$ cat src/rtl/regfile_read_stage.sv
// Dual-read, single-write register file with registered reads and write bypass.
// Optional macro REGFILE_ZERO_REG_EN hardwires register 0 to zero.
module regfile_read_stage #(
  parameter int word_size = 5,
  parameter int addr_size = 3
) (
  input  logic                 clk,
  input  logic                 rst,
  input  logic                 write_en,
  input  logic [addr_size-1:0] write_addr,
  input  logic [word_size-1:0] write_data,
  input  logic                 read_en0,
  input  logic [addr_size-1:0] read_addr0,
  input  logic                 read_en1,
  input  logic [addr_size-1:0] read_addr1,
  output logic [word_size-1:0] read_data0,
  output logic [word_size-1:0] read_data1,
  output logic                 read_valid0,
  output logic                 read_valid1
);

  localparam int depth = 1 << addr_size;

  logic [word_size-1:0] regs [depth];
  logic                 wr_ok;
  logic [word_size-1:0] src0;
  logic [word_size-1:0] src1;

`ifdef REGFILE_ZERO_REG_EN
  assign wr_ok = write_en & (write_addr != '0);
`else
  assign wr_ok = write_en;
`endif

  // Bypass uses wr_ok so a dropped write to r0 never forwards.
  always_comb begin
    src0 = regs[read_addr0];
    src1 = regs[read_addr1];
`ifdef REGFILE_ZERO_REG_EN
    if (read_addr0 == '0) src0 = '0;
    if (read_addr1 == '0) src1 = '0;
`endif
    if (wr_ok && read_addr0 == write_addr) src0 = write_data;
    if (wr_ok && read_addr1 == write_addr) src1 = write_data;
  end

  always_ff @(posedge clk) begin
    if (rst) begin
      for (int i = 0; i < depth; i++) regs[i] <= '0;
      read_data0  <= '0;
      read_data1  <= '0;
      read_valid0 <= 1'b0;
      read_valid1 <= 1'b0;
    end else begin
      if (wr_ok) regs[write_addr] <= write_data;
      read_valid0 <= read_en0;
      read_valid1 <= read_en1;
      if (read_en0) read_data0 <= src0;
      if (read_en1) read_data1 <= src1;
    end
  end

endmodule

$ cat config.mk
export PLATFORM = sky130hd
export DESIGN_NAME = regfile_read_stage
export DESIGN_NICKNAME = d
export VERILOG_FILES = /design/src/rtl/regfile_read_stage.sv
export SDC_FILE = /design/constraint.sdc
export NUM_CORES = 1
export LEC_CHECK = 0
export CORE_ASPECT_RATIO = 1.1
export CORE_MARGIN = 3
export CORE_UTILIZATION = 60
export DETAILED_ROUTE_END_ITERATION = 8
export PLACE_DENSITY = 0.84
export REMOVE_ABC_BUFFERS = 1
export SYNTH_ARGS = -nofsm -noshare
export SYNTH_HDL_FRONTEND = slang
export SYNTH_SLANG_ARGS = --single-unit
$ cat constraint.sdc
create_clock -name clk -period 2.5 [get_ports clk]
set_input_delay 0.25 -clock clk [delete_from_list [all_inputs] [get_ports clk]]
set_output_delay 0.25 -clock clk [all_outputs]
set_load 0.02 [all_outputs]
==> run summary, run 1 <==
Status -> finished, final reports clean
CP peak stage delay -> 0.75 ns
Ys Warns -> 0
Final #Nets -> 296
Clk pin slew, worst setup/hold paths -> 0.10 ns
Horiz. Die Dim -> 71.8 um
Max_cap viols -> 0
Post-DRT Antenna Nets -> 0
Die height -> 78.4 um
Wire length per cell -> 19.9 um
Final Power -> 1.82 mW
Period utilization -> 0.751
First-pass GRT wire length -> 10.8 mm
Initial DRC count -> 229
Post-synth EDFFs -> 40
Clock skew after layout -> 0.00493 ns
Maximum buffer depth of the clock tree -> 2
Final setup fails -> 0
Critical path data arrival time -> 2.08 ns
Share of layout cells above drive strength 1 -> 0.0863
CTS Hold Bufs -> 0
Gate power share -> 0.173
Synth Flop Type -> edfxtp_1
Worst-path fanout max -> 10
GP Congestion -> 0.923
Final Instance Area -> 0.00328 mm2
DP Wirelength -> 4.97 mm
Max Slew Vio Count -> 0
Post-cts resize count -> 0
Cell taking the most area after synthesis -> edfxtp_1
Seq cells post-synth -> 52
Fin. Hold Viols -> 0
Syn Std Cell Area -> 0.00286 mm2
Fin crit period -> 1.88 ns
Hold Slack -> 0.491 ns
Rel. slew slack -> 0.646
Post-synth ARST share -> 0
Vias -> 2,061
Setup TNS -> 0 ns
Finished Core Util -> 0.739
Dpl cell area -> 0.00319 mm2
Sequential share of the synthesized area -> 0.505
Critical path required time -> 2.70 ns
F_max -> 533 MHz
Psw -> 487 uW
Slew @ Worst Pin -> 0.530 ns
Cell with the most instances after synthesis -> and2_1
CTS tree -> done
Worst vdd ir -> 0.000312 V
Clock share of power -> 0.266
CTS Buf Count -> 5
Clock latency on the worst-skew pair -> 0.30 ns
Worst path slowest cell -> clkdlybuf4s50_1
Row cnt -> 25
Pleak -> 1.23 nW
Area growth, synth to finish -> 14.9%
Clk root buf -> clkbuf_8
CP Class -> in -> reg
Port bufs -> 30
Power density over cell area -> 555 mW/mm2
H-Tree Depth -> 2
Initial Util -> 0.643
Critical path launch point type -> primary input
Maximum number of pins on one net before global-route repair -> 21
Cells after synthesis -> 246
Mean Syn Cell Area -> 11.6 um2
RSZ-0062 raised after global routing -> no
CP cell instances -> clkdlybuf4s50_1 -> buf_4 -> xnor2_1 -> and4_1 -> nand2_1 -> a311oi_1
Die area -> 0.00562 mm2
DRC -> 0
Fin cells -> 332
GRT Total Usage -> 0.260
Core area -> 0.00444 mm2
Vias in the first global route -> 2,078
Drt pass-1 iters -> 4
Post-CTS setup buffers -> 0
Type of destination of the critical path -> flop
Internal -> 1.34 mW
Final Routed Wirelength -> 6.62 mm
HP Class -> reg -> reg
Antenna diode count -> 0
Synth cell types -> 31
Ports -> 31
Placement Setup Slack -> 0.296 ns
Gr ovfl total -> 0
Clock Sinks -> 52
Initial antenna violation count -> 0
Placed insts -> 324
Slack of the critical path -> 0.623 ns
Switching share of power -> 0.267
Seq pwr share -> 0.562
Top cell type's share of synthesized area -> 0.421
Vias per cell -> 6.21
Area contributors post-synth -> edfxtp_1 42%, mux2i_1 10%, and2_1 9.0%
Top cells by count, synth -> 41 x and2_1, 40 x edfxtp_1, 29 x mux2i_1, 19 x nor2_1, 14 x nand2_1
-- cell type report --
type / count / area (um2)
Clock buffer: 5 / 68.8
Clock inverter: 3 / 22.5
Fill cell: 341 / 1160
Multi-Input combinational cell: 181 / 1330
Sequential cell: 52 / 1440
Tap cell: 54 / 67.6
Timing Repair Buffer: 37 / 353
-- power by group through the flow --
stage | Clock, mW | Combinational [mW] | Sequential [mW]
3_3_place_gp | 0 | 0.306 | 1.04
4_1_cts | 0.491 | 0.313 | 1.02
5_1_grt | 0.533 | 0.340 | 1.03
2_1_floorplan | 0 | 0.142 | 1.05
3_5_place_dp | 0 | 0.311 | 1.04
6_report | 0.484 | 0.315 | 1.02
-- final timing paths --
kind / start / end / slack, ns / cells after the start
worst max-delay path: read_addr0[0] / read_data0[4] / 0.62 / 6
worst min-delay path: read_data1[0] / read_data1[0] / 0.49 / 2
worst max register to register: regs[2][1] / read_data1[1] / 0.97 / 4
worst min register to register: read_data1[0] / read_data1[0] / 0.49 / 2
-- cells in the final DEF (no fill, tap or decap), types with 2 or more instances in the layout --
master	Yosys	layout
and2_1	41	41
edfxtp_1	40	40
clkdlybuf4s50_1	0	30
mux2i_1	29	29
nor2_1	19	19
nand2_1	14	14
dfxtp_1	12	12
a22oi_1	9	9
nor2b_1	8	8
a311oi_1	8	8
nand3_1	8	8
or2_1	7	7
buf_4	3	7
xnor2_1	6	6
clkbuf_8	0	5
nand2b_1	3	3
mux4_2	3	3
and4b_1	3	3
a221oi_1	3	3
nor4bb_1	3	3
a21oi_1	3	3
nor3_1	2	2
mux2_2	2	2
nand4_1	2	2
and4_1	2	2
a311oi_2	2	2
-- routing by layer --
metal	GRT usage	up-vias	wire, um
met5	0	-	0
met4	0.117	0	208
met1	0.345	987	2770
met2	0.418	89	3160
met3	0.0435	15	490
li1	-	970	-
-- worst max-delay path: cells and delay by family --
| family | cells | cell delay, ns |
|---|---|---|
| simple gates | 2 | 0.37 |
| xor+xnor | 1 | 0.14 |
| buf+inv | 2 | 0.99 |
| compound gates | 1 | 0.32 |
-- cell families after synthesis --
group                  count (synthesis)  synth area share
flip-flops                            52             0.505
multiplexers                          35             0.142
AO/OA/AOI/OAI                         25            0.0732
AND/OR/NAND/NOR                      115             0.231
buffers and inverters                 13            0.0302
XOR/XNOR                               6            0.0184
-- flip-flops by register name, indices dropped and copies added (netlist names) --
name / flops
read_data0: 5
read_data1: 5
read_valid0: 1
read_valid1: 1
regs: 40
No activity file was read; power rests on OpenSTA's default activity.
==> inputs of run 2 (changes only) <==
--- a/config.mk
+++ b/config.mk
@@ -7,9 +7,9 @@
 export LEC_CHECK = 0
 export CORE_ASPECT_RATIO = 1.1
 export CORE_MARGIN = 3
-export CORE_UTILIZATION = 60
+export CORE_UTILIZATION = 56
 export DETAILED_ROUTE_END_ITERATION = 8
-export PLACE_DENSITY = 0.84
+export PLACE_DENSITY = 0.79
 export REMOVE_ABC_BUFFERS = 1
 export SYNTH_ARGS = -nofsm -noshare
 export SYNTH_HDL_FRONTEND = slang
==> constraint.sdc (replaced) <==
create_clock -name clk -period 1.8 [get_ports clk]
set_input_delay 0.18 -clock clk [delete_from_list [all_inputs] [get_ports clk]]
set_output_delay 0.18 -clock clk [all_outputs]
set_load 0.02 [all_outputs]
==> run 2 against run 1 <==
  * Non-clock buffer count rose by 14
  * Design area rose by 4.3%
  * Sequential share of layout area fell by 1.8 points
  * Worst setup slack got worse by 0.42 ns
  * Register-to-register slack got worse by 0.69 ns
  * Sequential power rose by 39%
  * Combinational power rose by 46%
  * Clock-buffer cell count did not move
  * First-iteration DRC count fell by 18%
  * Clock skew rose by 0.0057 ns
  * Routed wire length rose by 4.8%
  * Utilization fell by 2.3 points
==> run summary, run 2 (synthesis results as in run 1) <==
Power density over cell area -> 781 mW/mm2 (+41%)
Core area -> 0.00478 mm2 (+7.7%)
RSZ-0062 raised after global routing -> no
Status -> finished, final reports clean
Share of layout cells above drive strength 1 -> 0.127 (+0.0404)
GRT Total Usage -> 0.254 (-0.00635)
Drt pass-1 iters -> 4 (unchanged)
CP peak stage delay -> 0.53 ns (-0.22 ns)
Worst-path fanout max -> 5 (-5)
First-pass GRT wire length -> 11.1 mm (+2.2%)
Clock latency on the worst-skew pair -> 0.31 ns (about the same)
# fillers -> 364 (+6.7%)
Worst vdd ir -> 0.000504 V (+62%)
Fin crit period -> 1.60 ns
DRC -> 0 (unchanged)
Die height -> 80.9 um (+3.2%)
Most flops, register -> regs
Initial DRC count -> 187 (-18%)
Pleak -> 1.32 nW (+7.6%)
Slack of the critical path -> 0.199 ns (-0.424 ns)
Critical path launch point type -> primary input
Vias in the first global route -> 2,163 (+4.1%)
Worst path slowest cell -> clkdlybuf4s50_1
Ports -> 31 (unchanged)
Gr ovfl total -> 0 (unchanged)
Most common cell after layout, fill and taps aside -> and2_1
GP Congestion -> 0.939 (+1.7%)
Wire length per cell -> 19.9 um (about the same)
Placement Setup Slack -> -0.152 ns (-0.449 ns)
Port bufs -> 30 (unchanged)
Rel. slew slack -> 0.666 (+0.0204)
Final setup fails -> 0 (unchanged)
Type of destination of the critical path -> flop
CP cell instances -> clkdlybuf4s50_1 -> nor2b_1 -> nand2_1 -> nor2_1 -> or2_1
Post-CTS setup buffers -> 0 (unchanged)
Finished Core Util -> 0.716 (-0.0227)
Clock Sinks -> 52 (unchanged)
Initial Util -> 0.597 (-0.0457)
CP Class -> in -> reg
Row cnt -> 26 (+4.0%)
Clock skew after layout -> 0.0107 ns (+0.00573 ns)
Final Routed Wirelength -> 6.94 mm (+4.8%)
Max_cap viols -> 0 (unchanged)
Slew @ Worst Pin -> 0.499 ns (-0.0306 ns)
Post-DRT Antenna Nets -> 0 (unchanged)
Clk pin slew, worst setup/hold paths -> 0.09 ns (about the same)
Maximum buffer depth of the clock tree -> 2 (unchanged)
Antenna diode count -> 0 (unchanged)
H-Tree Depth -> 2 (unchanged)
Critical path required time -> 1.81 ns (-0.89 ns)
Final #Nets -> 310 (+4.7%)
Largest regs -> regs (40), read_data0 (5), read_data1 (5)
Horiz. Die Dim -> 74.1 um (+3.2%)
Period utilization -> 0.889
Critical path data arrival time -> 1.61 ns (-0.47 ns)
Leading cell types in the layout, fill and taps excluded -> 41 x and2_1, 40 x edfxtp_1, 29 x mux2i_1, 29 x clkdlybuf4s50_1, 20 x buf_4
Setup TNS -> 0 ns (unchanged)
Max FFs per register -> 40 (unchanged)
Vias per cell -> 6.21 (about the same)
Area growth, synth to finish -> 19.9%
CTS Buf Count -> 5 (unchanged)
Max Slew Vio Count -> 0 (unchanged)
Fin. Hold Viols -> 0 (unchanged)
DP Wirelength -> 5.17 mm (+4.0%)
Vias -> 2,160 (+4.8%)
F_max -> 625 MHz
HP Class -> reg -> reg
Maximum number of pins on one net before global-route repair -> 22 (+4.8%)
Die area -> 0.00599 mm2 (+6.6%)
Initial antenna violation count -> 0 (unchanged)
Clk root buf -> clkbuf_8
CTS tree -> done
## run 2: cell type report
| class | instances | area (um2) | area share |
|---|---|---|---|
| clock inverters | 3 | 42.5 | 0.0124 |
| repair buffers | 51 | 473 | 0.138 |
| well taps | 56 | 70.1 | 0.0205 |
| flip-flops and latches | 52 | 1440 | 0.421 |
| multi-input cells | 181 | 1330 | 0.388 |
| clock buffers | 5 | 68.8 | 0.0201 |
## run 2: where the power goes
part	switching (mW)	internal [mW]	total, mW
clock	0.379	0.412	0.791
combinational	0.238	0.221	0.459
sequential	0.0508	1.37	1.42
total	0.668	2.00	2.67
## run 2: per-layer routing
metal	wire length, um	track usage	share of wire
met5	0	0	0
met4	309	0.114	0.045
met3	525	0.0507	0.076
met2	3300	0.428	0.48
met1	2810	0.312	0.40
## run 2: worst paths after layout
kind | slack [ns] | cells past startpoint | endpoint | start
hold / removal | 0.49 | 2 | read_data0[2] | read_data0[2]
setup / recovery | 0.20 | 5 | regs[5][0] | write_en
hold reg to reg | 0.49 | 2 | read_data0[2] | read_data0[2]
setup reg to reg | 0.28 | 4 | read_data1[1] | regs[3][1]
## run 2: stage by stage
step,hold slack [ns],std cells,power (mW),area (um2)
final,0.489,348,2.67,3420
after global routing,0.523,348,2.77,3420
after CTS,0.490,348,2.67,3420
after detailed placement,0.478,340,1.90,3310
after global placement,0.474,340,1.89,3310
after floorplan,0.248,233,1.65,2770
## run 2: worst max-delay path, delay by kind of cell
kind / cells / cell delay (ns)
AND/OR/NAND/NOR: 4 / 0.90
buffers and inverters: 1 / 0.53
## run 2: what timing repair did
item | CTS | global route
setup endpoints to repair | 0 | 1
resized for setup | 0 | 1
endpoints found under the hold margin | 0 | 0
hold buffers | 0 | 0
==> inputs of run 3 (changes only) <==
--- a/config.mk
+++ b/config.mk
@@ -9,8 +9,9 @@
 export CORE_MARGIN = 3
 export CORE_UTILIZATION = 56
 export DETAILED_ROUTE_END_ITERATION = 8
-export PLACE_DENSITY = 0.79
+export PLACE_DENSITY = 0.84
 export REMOVE_ABC_BUFFERS = 1
 export SYNTH_ARGS = -nofsm -noshare
 export SYNTH_HDL_FRONTEND = slang
 export SYNTH_SLANG_ARGS = --single-unit
+export TNS_END_PERCENT = 1
==> run 3 against run 2 <==
  * Combinational power hardly changed
  * Sequential share of layout area increased by 0.077 points
  * Global-route usage down 0.79 points
  * Critical path depth grew 3
  * Utilization shrank 0.13 points
  * Cell count is 0.29% lower
  * Design area is 0.18% lower
  * Largest power group unchanged
==> run summary, run 3 (synthesis results as in run 1) <==
Die area -> 0.00599 mm2 (unchanged)
Max FFs per register -> 40 (unchanged)
Type of destination of the critical path -> flop
CP startpoint -> read_addr1[0]
Clock share of power -> 0.268 (-0.028)
GP Congestion -> 0.920 (-2.0%)
Clock Sinks -> 52 (unchanged)
Max Slew Vio Count -> 0 (unchanged)
Antenna diode count -> 0 (unchanged)
Ports -> 31 (unchanged)
Core area -> 0.00478 mm2 (unchanged)
CTS tree -> done
Max_cap viols -> 0 (unchanged)
Final Routed Wirelength -> 6.87 mm (-1.0%)
Vias per cell -> 6.09 (-1.8%)
Share of layout cells above drive strength 1 -> 0.124 (-0.00300)
Horiz. Die Dim -> 74.1 um (unchanged)
Gate power share -> 0.180 (+0.008)
CP Class -> in -> reg
DRC -> 0 (unchanged)
CTS Buf Count -> 5 (unchanged)
Largest regs -> regs (40), read_data0 (5), read_data1 (5)
Clk root buf -> clkbuf_8
Most flops, register -> regs
CTS Hold Bufs -> 0 (unchanged)
Period utilization -> 0.903 (+0.0138)
Fin crit period -> 1.63 ns (+0.0248 ns)
Drt pass-1 iters -> 4 (unchanged)
Pleak -> 1.31 nW (-1.1%)
Status -> finished, final reports clean
Hold Slack -> 0.487 ns (-0.00241 ns)
Initial Util -> 0.597 (unchanged)
Rel. slew slack -> 0.683 (+0.0168)
Critical path launch point type -> primary input
Initial DRC count -> 270 (+44%)
H-Tree Depth -> 2 (unchanged)
DP Wirelength -> 5.22 mm (+1.1%)
Post-cts resize count -> 0 (unchanged)
Switching share of power -> 0.269 (+0.0191)
GRT Total Usage -> 0.246 (-0.00787)
Initial antenna violation count -> 0 (unchanged)
Leading cell types in the layout, fill and taps excluded -> 41 x and2_1, 40 x edfxtp_1, 30 x clkdlybuf4s50_1
Area occupied by multi-input gates -> 0.00133 mm2 (unchanged)
First-pass GRT wire length -> 10.5 mm (-4.9%)
Power density over cell area -> 754 mW/mm2 (-3.5%)
Critical path data arrival time -> 1.84 ns (+0.23 ns)
Worst-path fanout max -> 8 (+3)
Maximum buffer depth of the clock tree -> 2 (unchanged)
Seq pwr share -> 0.552 (+0.020)
Psw -> 693 uW (+3.7%)
F_max -> 615 MHz (-1.5%)
Port bufs -> 30 (unchanged)
# fillers -> 350 (-3.8%)
Wire length per cell -> 19.8 um (-0.72%)
Final Power -> 2.57 mW (-3.7%)
Maximum number of pins on one net before global-route repair -> 22 (unchanged)
Final setup fails -> 0 (unchanged)
Beginning of the worst hold path -> read_data1[2]
HP Class -> reg -> reg
Reg area -> 0.00144 mm2 (unchanged)
Die height -> 80.9 um (unchanged)
Worst vdd ir -> 0.000516 V (+2.3%)
Clock latency on the worst-skew pair -> 0.31 ns (about the same)
Post-DRT Antenna Nets -> 0 (unchanged)
Worst R2R Start -> regs[5][4]
Area growth, synth to finish -> 19.7%
Post-CTS setup buffers -> 0 (unchanged)
Vias in the first global route -> 2,051 (-5.2%)
RSZ-0062 raised after global routing -> no
Fin. Hold Viols -> 0 (unchanged)
Clk pin slew, worst setup/hold paths -> 0.09 ns (about the same)
Vias -> 2,114 (-2.1%)
Clock skew after layout -> 0.0143 ns (+0.00366 ns)
Gr ovfl total -> 0 (unchanged)
Most common cell after layout, fill and taps aside -> and2_1
Final #Nets -> 309 (-0.32%)
Internal -> 1.88 mW (-6.1%)
Row cnt -> 26 (unchanged)
Slew @ Worst Pin -> 0.474 ns (-0.0251 ns)
Critical path required time -> 2.01 ns (+0.20 ns)
-- run 3: cell count changes in the layout (fill, tap and decap cells not counted) --
cell	previous run	this run
dlymetal6s2s_1	1	0
clkinv_4	1	0
buf_4	20	17
clkdlybuf4s50_1	29	30
clkbuf_1	0	1
clkinv_1	1	0
inv_6	0	2
bufinv_16	1	0
buf_12	1	3
-- run 3: stage by stage --
stage | instance area, um2 | instances | utilization | setup TNS, ns | setup WS [ns]
2_1_floorplan | 2770 | 233 | - | 0 | 0.384
3_3_place_gp | 3330 | 339 | 0.696 | -1.71 | -0.0763
3_5_place_dp | 3330 | 339 | 0.696 | -2.77 | -0.133
4_1_cts | 3420 | 347 | 0.715 | 0 | 0.194
5_1_grt | 3420 | 347 | 0.715 | 0 | 0.0363
6_report | 3420 | 347 | 0.715 | 0 | 0.174
-- run 3: cell type report --
cell class / instances / area share
Tap cell: 56 / 0.0205
Multi-Input combinational cell: 181 / 0.389
Clock buffer: 6 / 0.0212
Clock inverter: 2 / 0.00513
Sequential cell: 52 / 0.422
Timing Repair Buffer: 50 / 0.143
-- run 3: worst max-delay path, cell delays in order --
cell and delay, ns:
clkdlybuf4s50_1 0.45, buf_4 0.14, buf_4 0.21, buf_12 0.15, mux2i_1 0.08, a22oi_1 0.23, nand3_1 0.11, a311oi_1 0.28
-- run 3: final timing paths --
check	cells past startpoint	endpoint	slack, ns
max	8	read_data1[3]	0.17
min	2	read_data1[2]	0.49
max reg2reg	4	read_data0[4]	0.28
min reg2reg	2	read_data1[2]	0.49
-- run 3: routing by layer --
metal  up-vias  part of all wire  track usage
li1        993                 -            -
met1      1012              0.40        0.294
met2        87              0.48        0.416
met3        22             0.073       0.0507
met4         0             0.045        0.127
met5         -                 0            0
-- run 3: power by group through the flow --
| stage | registers [mW] | logic [mW] | clock network (mW) |
|---|---|---|---|
| 2_1_floorplan | 1.45 | 0.197 | 0 |
| 5_1_grt | 1.43 | 0.495 | 0.731 |
| 4_1_cts | 1.42 | 0.460 | 0.693 |
| 3_3_place_gp | 1.44 | 0.446 | 0 |
| 6_report | 1.42 | 0.462 | 0.691 |
| 3_5_place_dp | 1.45 | 0.457 | 0 |
